--- src/rtl/tns_pkg.sv ---
// rtl/tns_pkg.sv - shared constants, word type and digit mapping for the 15-TSV TNS receive path
package tns_pkg;

    localparam int GROUPS  = 5;
    localparam int TSV_W   = 15;
    localparam int DATA_W  = 15;
    localparam int TNS06_C = 16807;

    localparam logic [2:0] PAT_RISE = 3'b100;
    localparam logic [2:0] PAT_FALL = 3'b011;

    typedef struct packed {
        logic [DATA_W-1:0] data;
        logic              viol;
        logic [GROUPS-1:0] viol_grp;
    } rx_word_t;

    // 011 and 100 both carry digit 3; the encoder picks whichever is legal for the group history
    function automatic logic [2:0] tns_digit(input logic [2:0] g);
        if (g == PAT_RISE)
            return 3'd3;
        else if (g < 3'd4)
            return g;
        else
            return g - 3'd1;
    endfunction

endpackage

--- src/rtl/TNS_dec_15.sv ---
// rtl/TNS_dec_15.sv - stateless decoder of a 15-TSV codeword into a radix-7 data word
module TNS_dec_15
    import tns_pkg::*;
(
    input  logic [TSV_W-1:0]  tsv,
    output logic [DATA_W-1:0] data
);

    logic [DATA_W-1:0] acc;

    always_comb begin
        acc = '0;
        for (int j = GROUPS - 1; j >= 0; j--) begin
            acc = acc * 15'd7 + {12'b0, tns_digit(tsv[3*j +: 3])};
        end
    end

    assign data = acc;

endmodule

--- src/rtl/tns_rx_fifo2.sv ---
// rtl/tns_rx_fifo2.sv - two-entry valid/ready buffer, generic over the stored word type
module tns_rx_fifo2 #(
    parameter type T = logic [7:0]
) (
    input  logic clock,
    input  logic reset,
    input  T     in_data,
    input  logic in_valid,
    output logic in_ready,
    output T     out_data,
    output logic out_valid,
    input  logic out_ready
);

    T           mem [2];
    logic       wr_ptr;
    logic       rd_ptr;
    logic [1:0] count;
    logic       push;
    logic       pop;

    assign out_valid = (count != 2'd0);
    assign out_data  = mem[rd_ptr];
    assign pop       = out_valid & out_ready;
    // a full buffer still accepts when the head leaves on the same edge
    assign in_ready  = (count != 2'd2) | out_ready;
    assign push      = in_valid & in_ready;

    always_ff @(posedge clock) begin
        if (reset) begin
            mem[0] <= '0;
            mem[1] <= '0;
            wr_ptr <= 1'b0;
            rd_ptr <= 1'b0;
            count  <= 2'd0;
        end else begin
            if (push) begin
                mem[wr_ptr] <= in_data;
                wr_ptr      <= ~wr_ptr;
            end
            if (pop)
                rd_ptr <= ~rd_ptr;
            case ({push, pop})
                2'b10:   count <= count + 2'd1;
                2'b01:   count <= count - 2'd1;
                default: count <= count;
            endcase
        end
    end

endmodule

--- src/rtl/tns_rx_15.sv ---
// rtl/tns_rx_15.sv - TNS link receiver: capture, 3C1S rule check, decode, buffered output
module tns_rx_15
    import tns_pkg::*;
#(
    parameter int CNT_W = 16
) (
    input  logic              clock,
    input  logic              reset,
    input  logic [TSV_W-1:0]  tsv_in,
    input  logic              tsv_valid,
    input  logic              clr_count,
    output logic [DATA_W-1:0] out_data,
    output logic              out_viol,
    output logic [GROUPS-1:0] out_viol_grp,
    output logic              out_valid,
    input  logic              out_ready,
    output logic [CNT_W-1:0]  viol_count,
    output logic              overflow
);

    logic [GROUPS-1:0] hist;
    logic [GROUPS-1:0] s1_hist;
    logic [TSV_W-1:0]  s1_tsv;
    logic              s1_valid;
    logic [GROUPS-1:0] viol_grp;
    logic              viol;
    logic [DATA_W-1:0] dec_data;
    rx_word_t          s2_word;
    rx_word_t          out_word;
    logic              fifo_ready;

    // hist follows the wire regardless of whether the buffer can take the word
    always_ff @(posedge clock) begin
        if (reset) begin
            hist     <= '0;
            s1_hist  <= '0;
            s1_tsv   <= '0;
            s1_valid <= 1'b0;
        end else begin
            s1_valid <= tsv_valid;
            if (tsv_valid) begin
                s1_tsv  <= tsv_in;
                s1_hist <= hist;
                for (int j = 0; j < GROUPS; j++)
                    hist[j] <= tsv_in[3*j+2];
            end
        end
    end

    always_comb begin
        viol_grp = '0;
        for (int j = 0; j < GROUPS; j++) begin
            viol_grp[j] = ((s1_tsv[3*j +: 3] == PAT_RISE) && !s1_hist[j]) ||
                          ((s1_tsv[3*j +: 3] == PAT_FALL) &&  s1_hist[j]);
        end
        viol = |viol_grp;
    end

    TNS_dec_15 u_dec (
        .tsv  (s1_tsv),
        .data (dec_data)
    );

    assign s2_word = '{data: dec_data, viol: viol, viol_grp: viol_grp};

    tns_rx_fifo2 #(.T(rx_word_t)) u_fifo (
        .clock     (clock),
        .reset     (reset),
        .in_data   (s2_word),
        .in_valid  (s1_valid),
        .in_ready  (fifo_ready),
        .out_data  (out_word),
        .out_valid (out_valid),
        .out_ready (out_ready)
    );

    assign out_data     = out_word.data;
    assign out_viol     = out_word.viol;
    assign out_viol_grp = out_word.viol_grp;

    always_ff @(posedge clock) begin
        if (reset || clr_count) begin
            viol_count <= '0;
            overflow   <= 1'b0;
        end else begin
            if (s1_valid && viol && (viol_count != '1))
                viol_count <= viol_count + CNT_W'(1);
            if (s1_valid && !fifo_ready)
                overflow <= 1'b1;
        end
    end

endmodule

--- config.mk ---
export PLATFORM = sky130hd
export DESIGN_NAME = tns_rx_15
export DESIGN_NICKNAME = d
export VERILOG_FILES = /design/src/rtl/tns_pkg.sv /design/src/rtl/TNS_dec_15.sv /design/src/rtl/tns_rx_fifo2.sv /design/src/rtl/tns_rx_15.sv
export SDC_FILE = /design/constraint.sdc
export NUM_CORES = 1
export LEC_CHECK = 0
export ABC_CLOCK_PERIOD_IN_PS = 14230
export CAP_MARGIN = 20
export CORE_UTILIZATION = 67
export CTS_BUF_LIST = sky130_fd_sc_hd__clkbuf_2
export DETAILED_ROUTE_END_ITERATION = 16
export DONT_BUFFER_PORTS = 1
export PLACE_DENSITY = 0.83
export SLEW_MARGIN = 20
export SYNTH_ARGS = -nofsm -noshare
export SYNTH_HDL_FRONTEND = slang
export SYNTH_SLANG_ARGS = --single-unit
--- constraint.sdc ---
create_clock -name clock -period 14.23 [get_ports clock]
set_input_delay 4.269 -clock clock [delete_from_list [all_inputs] [get_ports clock]]
set_output_delay 4.269 -clock clock [all_outputs]
set_load 0.01 [all_outputs]
Word-level counts from Yosys, hierarchy flattened
Memories as Yosys holds them, arrays and structs flattened. A register that Yosys moved wholly into a read port is not among the register bits. Cells that the tools add are included.

Flip-flop bits (word level): 47. Memory bits (writable): 42. Bits of input ports: 20. Output and inout bits: 39. Logic and storage cells: 100. Memories: 1.

$add $sub $neg: 12. $mul: 4. Order comparisons: 5. Equality and inequality tests: 14. Mux-type cells: 21. Bitwise logic cells: 5. Reduce and logical (&&, ||, !) cells: 29.

Memories: u_fifo.mem (depth 2, bits a word 21, read ports 1, clocked after memory_dff 1, wr ports 2, RTL line tns_rx_fifo2.sv:15) `T mem [2];`.

Operator list (count): adder 15 x 3 -> 15 bit (4); multiplier 15 x 3 -> 15 bit, second input constant (3); 2-to-1 mux 3 bit (10); 2-to-1 mux 21 bit (1); OR reduction 21 bit (1); adder 16 x 1 -> 16 bit, second input constant (1); != test 16 bit, second input constant (1); equality test 3 x 2 -> 1 bit, second input constant (5); equality test 3 bit, second input constant (5); less-than comparator 3 bit, second input constant (5); subtractor 3 x 1 -> 3 bit, second input constant (5); logical AND 1 bit (13); 2-to-1 mux 1 bit (9); logical NOT 1 bit (6); logical OR 1 bit (6); multiplier 3 x 3 -> 6 bit, second input constant (1); OR reduction 5 bit (1); case mux 2 bit (2 select lines) (1); nonzero test 2 bit (2); adder 2 x 1 -> 2 bit, second input constant (1); AND 1 bit (2); equality test 2 x 1 -> 1 bit, second input constant (1); equality test 2 bit, second input constant (1); != test 2 bit, second input constant (1); other kinds (3) (4).

Depth between registers and ports, before layout
Gate-level depths: netlist of run 1.

Depth in word-level cells: 12. Depth in mapped cells: 44. Gate-level depth less buffers: 43.

By module
Synthesis of run 1 repeated with hierarchy kept, for this count alone.

Cell total of the unflattened synthesis: 702. Area total of the unflattened synthesis: 7173.1 um^2.

Modules (own cells, without submodules): TNS_dec_15 (instances 1, cells an instance 371, area each 3301.9 um^2, seq. area each 0.0 um^2); tns_rx_fifo2 (instances 1, cells an instance 138, area each 2119.5 um^2, seq. area each 1361.3 um^2); tns_rx_15 (instances 1, cells an instance 193, area each 1751.7 um^2, seq. area each 760.7 um^2).

Worst setup path after synthesis of run 1
Ideal clock, no wire load.

Path kind: register to register. Start point: reg s1_tsv[12]. End point: mem u_fifo.mem[1][20] (netlist name) (data pin). Library setup time: 0.149 ns. Data arrival time: 9.841 ns. Required time: 14.081 ns. Setup slack: 4.240 ns. Stages on the path, launching flop included: 43. Path buffers: 1. Cell sequence: dfxtp_1 > inv_1 > ha_1 > nor2b_1 > a21oi_1 > ha_1 > inv_1 > xnor2_1 > ha_1 > ha_1 > xor2_1 > inv_1 > fa_1 > inv_1 > fa_1 > inv_1 > ha_1 > a21o_1 > (+7 left out) > ha_1 > ha_1 > or4_1 > o21a_1 > or3_1 > and2_1 > clkbuf_1 > xor2_1 > ha_1 > a21o_1 > ha_1 > ha_1 > a21oi_1 > o21ai_0 > or3_1 > a21o_1 > a211o_1 > a21oi_1.

RTL lines: start: declaration (RTL line tns_rx_15.sv:23) `logic [TSV_W-1:0] s1_tsv;`; start signal: assignment (RTL line tns_rx_15.sv:42) `s1_tsv <= tsv_in;`; end: declaration (RTL line tns_rx_fifo2.sv:15).

==> results.json, run 1 <==
{
  "ys_top_cells_by_area": "edfxtp_1 18%, ha_1 17%, dfxtp_1 12%",
  "max_slew_margin_pct": 28.3,
  "yosysUniqueCellTypes": 51,
  "rsz0062_at_grt": "no",
  "status": "finished, final reports clean",
  "grt_usage_pct": 23.4,
  "via_per_inst": 5.75,
  "antenna_found_initial": 0,
  "fin_tns_setup_ps": 0,
  "fp-row-count": 37,
  "drt_iter0_drc": 288,
  "clkTransAtPathRegs_ps": 260,
  "start_kind": "flip-flop",
  "hold_path_depth": 2,
  "synthFlopType": "dfxtp_1",
  "dieHeight_um": 105,
  "grt_pass1_vias": 4997,
  "synth_top_area_share_pct": 17.8,
  "required_ps": 14610,
  "synth-seq-area-share_pct": 29.9,
  "drc": 0,
  "critPathKind": "reg -> reg",
  "dpl.hpwl_mm": 9.97,
  "clkLatencyLatePin_ps": 560,
  "grt_max_degree": 33,
  "hold_class": "reg -> reg",
  "synth_top_cell_by_area": "edfxtp_1",
  "grt_overflow": 0,
  "routabilityCongestion": 0.861,
  "final-hold-violation-count": 0,
  "setup_viol": 0,
  "wirelength_mm": 12.6,
  "design_area_sq_mm": 0.00736,
  "maxCapViolCount": 0,
  "worstPathArrival_ps": 11260,
  "layout_setup_ws_ps": 3350,
  "clock.fmax_mhz": 91.9,
  "syn_area_per_cell_sq_um": 9.54,
  "die_area_sq_mm": 0.0110,
  "die_w_um": 105,
  "grt_use_met2_pct": 42.1,
  "rr_worst_depth": 41,
  "globalRoute.busiestLayer": "met2",
  "holdBufCountCts": 0,
  "path_max_fanout": 7,
  "synthesis.area_sq_mm": 0.00709,
  "drive_gt1_share_pct": 6.09,
  "place_ws_ps": 3490,
  "skew_ps": 58.1,
  "initial_utilization_pct": 69.0,
  "io_buffers": 0,
  "ys_warn_count": 0,
  "cts_resized": 0,
  "cts_setup_buffers": 0,
  "core_sq_mm": 0.0103,
  "vias": 5030,
  "n_fill_cell": 731,
  "postRouteAntennaNets": 0,
  "period_needed_ps": 10880,
  "synthCells": 743,
  "placed_cell_area_sq_mm": 0.00719,
  "fin_crit_sh_pct": 76.4,
  "nNetsFinal": 885,
  "detail_route.wl_per_cell_um": 14.4,
  "first_pass_iters": 7,
  "io_pins": 59,
  "async_flop_share_pct": 0,
  "end_kind": "flip-flop",
  "root_buffer": "clkbuf_2",
  "cts_tree": "yes",
  "antenna_cells": 0,
  "htreeDepth": 3,
  "synth-edff-count": 42,
  "clockBufferDepth": 2,
  "crit_slowest_cell": "fa_1",
  "worst_pin_slew_ps": 1070,
  "grt_first_pass_wirelength_mm": 21.1,
  "synth_seq_cells": 85,
  "areaGrowthSynthToFinish_pct": 3.83,
  "grt_util_met3_pct": 3.49,
  "finalMaxSlewViolations": 0,
  "cts_sinks": 85,
  "syn_nets": 894,
  "crit_path_max_incr_delay_ps": 550,
  "crit_path_frequent_cell": "ha_1",
  "reg2reg_setup_slack_ps": 3350,
  "cts_made_buffers": 9,
  "use_met1_pct": 28.3
}
-- kinds of logic (layout without fill, tap and decap cells) --
| kind of cell | Yosys count | count (layout) | synth area share [%] |
|---|---|---|---|
| xor gates and xnor gates | 54 | 54 | 6.67 |
| adders and majority gates | 132 | 132 | 26.6 |
| AOI/OAI and AO/OA | 119 | 119 | 10.7 |
| and+or+nand+nor | 203 | 203 | 13.8 |
| DFF | 85 | 85 | 29.9 |
| buffers and inverters | 106 | 102 | 5.61 |
| muxes | 44 | 44 | 6.60 |
-- worst max-delay path: cells and delay by family (launching register included) --
| family | cells | cell delay, ps |
|---|---|---|
| AOI/OAI and AO/OA | 15 | 3140 |
| xor gates and xnor gates | 4 | 910 |
| and+or+nand+nor | 4 | 910 |
| DFF | 1 | 490 |
| buffers and inverters | 5 | 450 |
| adders and majority gates | 13 | 4820 |
-- metal layers --
| layer | wire length (um) | vias to the layer above |
|---|---|---|
| li1 | - | 2517 |
| met1 | 5430 | 2378 |
| met2 | 6440 | 113 |
| met3 | 493 | 22 |
| met4 | 216 | 0 |
| met5 | 0 | - |
-- layout make-up --
class | instances | area, sq um | area share [%]
multi-input combinational | 552 | 4580 | 62.1
clock inverter | 6 | 119 | 1.61
timing repair buffer | 1 | 7.51 | 0.102
tap | 136 | 170 | 2.31
inverter | 85 | 319 | 4.33
sequential | 85 | 2120 | 28.8
clock buffer | 10 | 50.0 | 0.680
-- layout by cell type (no fill, tap or decap), types with 3 or more instances in the layout --
master / count
ha_1: 99
nor2_1: 88
inv_1: 85
dfxtp_1: 43
edfxtp_1: 42
a21oi_1: 32
fa_1: 32
xor2_1: 31
o21ai_0: 29
nand2_1: 28
xnor2_1: 23
mux2i_1: 22
mux2_2: 22
a21o_1: 15
o21a_1: 14
nor2b_1: 10
clkbuf_2: 10
nand2b_1: 9
or3_1: 9
nor3_1: 9
and2_1: 8
and3_1: 8
nand3b_1: 7
nand4_1: 7
nand3_1: 7
o21bai_1: 4
or4_1: 3
o211ai_1: 3
a31oi_1: 3
bufinv_16: 3
-- synthesized netlist by cell type (2+ instances only) --
master,number
ha_1,99
nor2_1,88
inv_1,85
dfxtp_1,43
edfxtp_1,42
a21oi_1,32
fa_1,32
xor2_1,31
o21ai_0,29
nand2_1,28
xnor2_1,23
mux2_2,22
mux2i_1,22
clkbuf_1,17
a21o_1,15
o21a_1,14
nor2b_1,10
nand2b_1,9
nor3_1,9
or3_1,9
and2_1,8
and3_1,8
nand3_1,7
nand3b_1,7
nand4_1,7
o21bai_1,5
buf_1,4
a31oi_1,3
o211ai_1,3
or4_1,3
a211o_1,2
a211oi_1,2
a221o_1,2
and4_1,2
nor3b_1,2
nor4_1,2
o31a_1,2
or2_2,2
-- worst paths after layout --
check	from	to
worst max register to register	s1_tsv[12]	u_fifo.mem[1][20]
worst min-delay path	u_fifo.count[1]	u_fifo.count[1]
worst min register to register	u_fifo.count[1]	u_fifo.count[1]
worst max-delay path	s1_tsv[12]	u_fifo.mem[1][20]
-- through the flow --
stage | util (%) | hold slack [ps] | cells
finish | 71.6 | 532 | 875
global route | 71.6 | 566 | 875
CTS | 71.6 | 531 | 875
detailed placement | 70.0 | 504 | 859
global placement | 70.0 | 482 | 859
floorplan | - | 474 | 743
-- state kept, by name, indices dropped and copies added (netlist names), named ones only --
register and count:
u_fifo.count 2, s1_valid 1, u_fifo.wr_ptr 1, u_fifo.rd_ptr 1, hist 5, s1_tsv 10
viol_count 16, s1_hist 5, u_fifo.mem 42, overflow 1
Power of run 1 is not shown: default switching activity piles up to over one toggle a cycle in this logic, so the estimate is an artifact.
==> run 2: changes to the inputs <==
Settings changed: ABC_CLOCK_PERIOD_IN_PS 14230 to 11300.
Clock period 14.23 ns to 11.3 ns, I/O delays scaled along.
==> run 2 against run 1 <==
Clock-buffer cell count unchanged. Highest routed layer unchanged. Largest cell class unchanged. Critical path type unchanged. Critical endpoint unchanged. Flip-flop and latch count unchanged. Worst hold slack about the same.
==> results.json, run 2 (synthesis gave the netlist of run 1 again) <==
{
  "status": "finished, final reports clean",
  "via_per_inst": 5.81,
  "rsz0062_at_grt": "no",
  "grt_pass1_vias": 4997,
  "use_met1_pct": 28.3,
  "io_buffers": 0,
  "grt_first_pass_wirelength_mm": 21.1,
  "finalMaxSlewViolations": 0,
  "critPathKind": "reg -> reg",
  "crit_slowest_cell": "fa_1",
  "layout_common_cells": "99 x ha_1, 88 x nor2_1, 85 x inv_1",
  "fp-row-count": 37,
  "reg.largest.list": "u_fifo.mem: 42 flops, viol_count: 16 flops, s1_tsv: 10 flops",
  "antenna_found_initial": 0,
  "fin_crit_sh_pct": 94.1,
  "final_common_cell": "ha_1",
  "drt_iter0_drc": 255,
  "dpl.hpwl_mm": 9.97,
  "drive_gt1_share_pct": 7.17,
  "start_kind": "flip-flop",
  "placed_cells": 859,
  "fin_tns_setup_ps": 0,
  "crit_path_max_incr_delay_ps": 460,
  "cts_sinks": 85,
  "die_w_um": 105,
  "root_buffer": "clkbuf_2",
  "wirelength_mm": 12.6,
  "globalRoute.busiestLayer": "met2",
  "antenna_cells": 0,
  "drc": 0,
  "dieHeight_um": 105,
  "end_kind": "flip-flop",
  "vias": 5080,
  "die_area_sq_mm": 0.0110,
  "io_pins": 59,
  "cts_setup_buffers": 0,
  "setup_viol": 0,
  "nNetsFinal": 885,
  "clock.fmax_mhz": 94.0,
  "initial_utilization_pct": 69.0,
  "grt_util_met3_pct": 3.49,
  "crit_path_frequent_cell": "ha_1",
  "areaGrowthSynthToFinish_pct": 4.45,
  "first_pass_iters": 5,
  "clkLatencyLatePin_ps": 550,
  "maxCapViolCount": 0,
  "postRouteAntennaNets": 0,
  "grt_overflow": 0,
  "top_register": "u_fifo.mem",
  "detail_route.wl_per_cell_um": 14.4,
  "period_needed_ps": 10630,
  "cts_made_buffers": 9,
  "largest_register_ffs": 42,
  "skew_ps": 61.7,
  "max_slew_margin_pct": 27.6,
  "final-hold-violation-count": 0,
  "grt_use_met2_pct": 42.1,
  "htreeDepth": 3,
  "path_max_fanout": 7,
  "clkTransAtPathRegs_ps": 280,
  "grt_usage_pct": 23.4,
  "worstPathArrival_ps": 11000,
  "worst_pin_slew_ps": 1090,
  "stdcell_count": 875,
  "grt_max_degree": 33,
  "routabilityCongestion": 0.861,
  "required_ps": 11670,
  "core_sq_mm": 0.0103,
  "clockBufferDepth": 2,
  "cts_tree": "yes",
  "hold_class": "reg -> reg"
}
-- run 2: cell counts in the layout (fill, tap and decap cells not counted) --
Identical to the previous run, type by type.
-- run 2: critical path: cells and delay by family, from the launching register on --
family / cells / cell delay [ps]
adder cells (fa/ha/maj): 13 / 4440
AO/OA/AOI/OAI: 17 / 3560
AND/OR/NAND/NOR: 7 / 1310
XOR/XNOR: 3 / 480
flip-flops: 1 / 440
buffers and inverters: 2 / 200
-- run 2: final cells by class --
type	instances	area [sq um]
clock buffer	10	50.0
clock inverter	6	119
fill	722	2870
inverter	85	319
multi-input combinational	552	4620
sequential	85	2120
tap	136	170
timing repair buffer	1	7.51
-- run 2: layer usage --
metal,wire (um),share of wire (%)
met1,5360,43
met2,6500,52
met3,514,4.1
met4,208,1.7
met5,0,0
-- run 2: path summary, 6_finish.rpt --
check,from,to,slack [ps],cells past startpoint
hold reg to reg,u_fifo.count[1],u_fifo.count[1],530,2
setup reg to reg,s1_tsv[13],u_fifo.mem[1][20],670,42
setup / recovery,s1_tsv[13],u_fifo.mem[1][20],670,42
hold / removal,u_fifo.count[1],u_fifo.count[1],530,2
-- run 2: what timing repair did --
| item | in CTS | in global routing |
|---|---|---|
| gates resized for setup | 0 | 8 |
| endpoints found under the setup margin | 0 | 2 |
| hold buffers | 0 | 0 |
-- run 2: per-stage QoR --
stage	hold WS, ps	cell area [sq um]	util, %	setup WS (ps)
after floorplan	474	7090	-	1310
after global placement	482	7190	70.0	1020
after detailed placement	504	7190	70.0	558
after CTS	531	7360	71.6	447
after global routing	566	7410	72.1	41.5
final	532	7410	72.1	665
Power of run 2 is left out for the same reason.
==> run 3: changes to the inputs <==
Settings changed: TNS_END_PERCENT set to 20.
==> results of run 3 <==
No change in the layout: final DEF, timing and power equal those of run 2.
Power of run 3 is left out for the same reason.
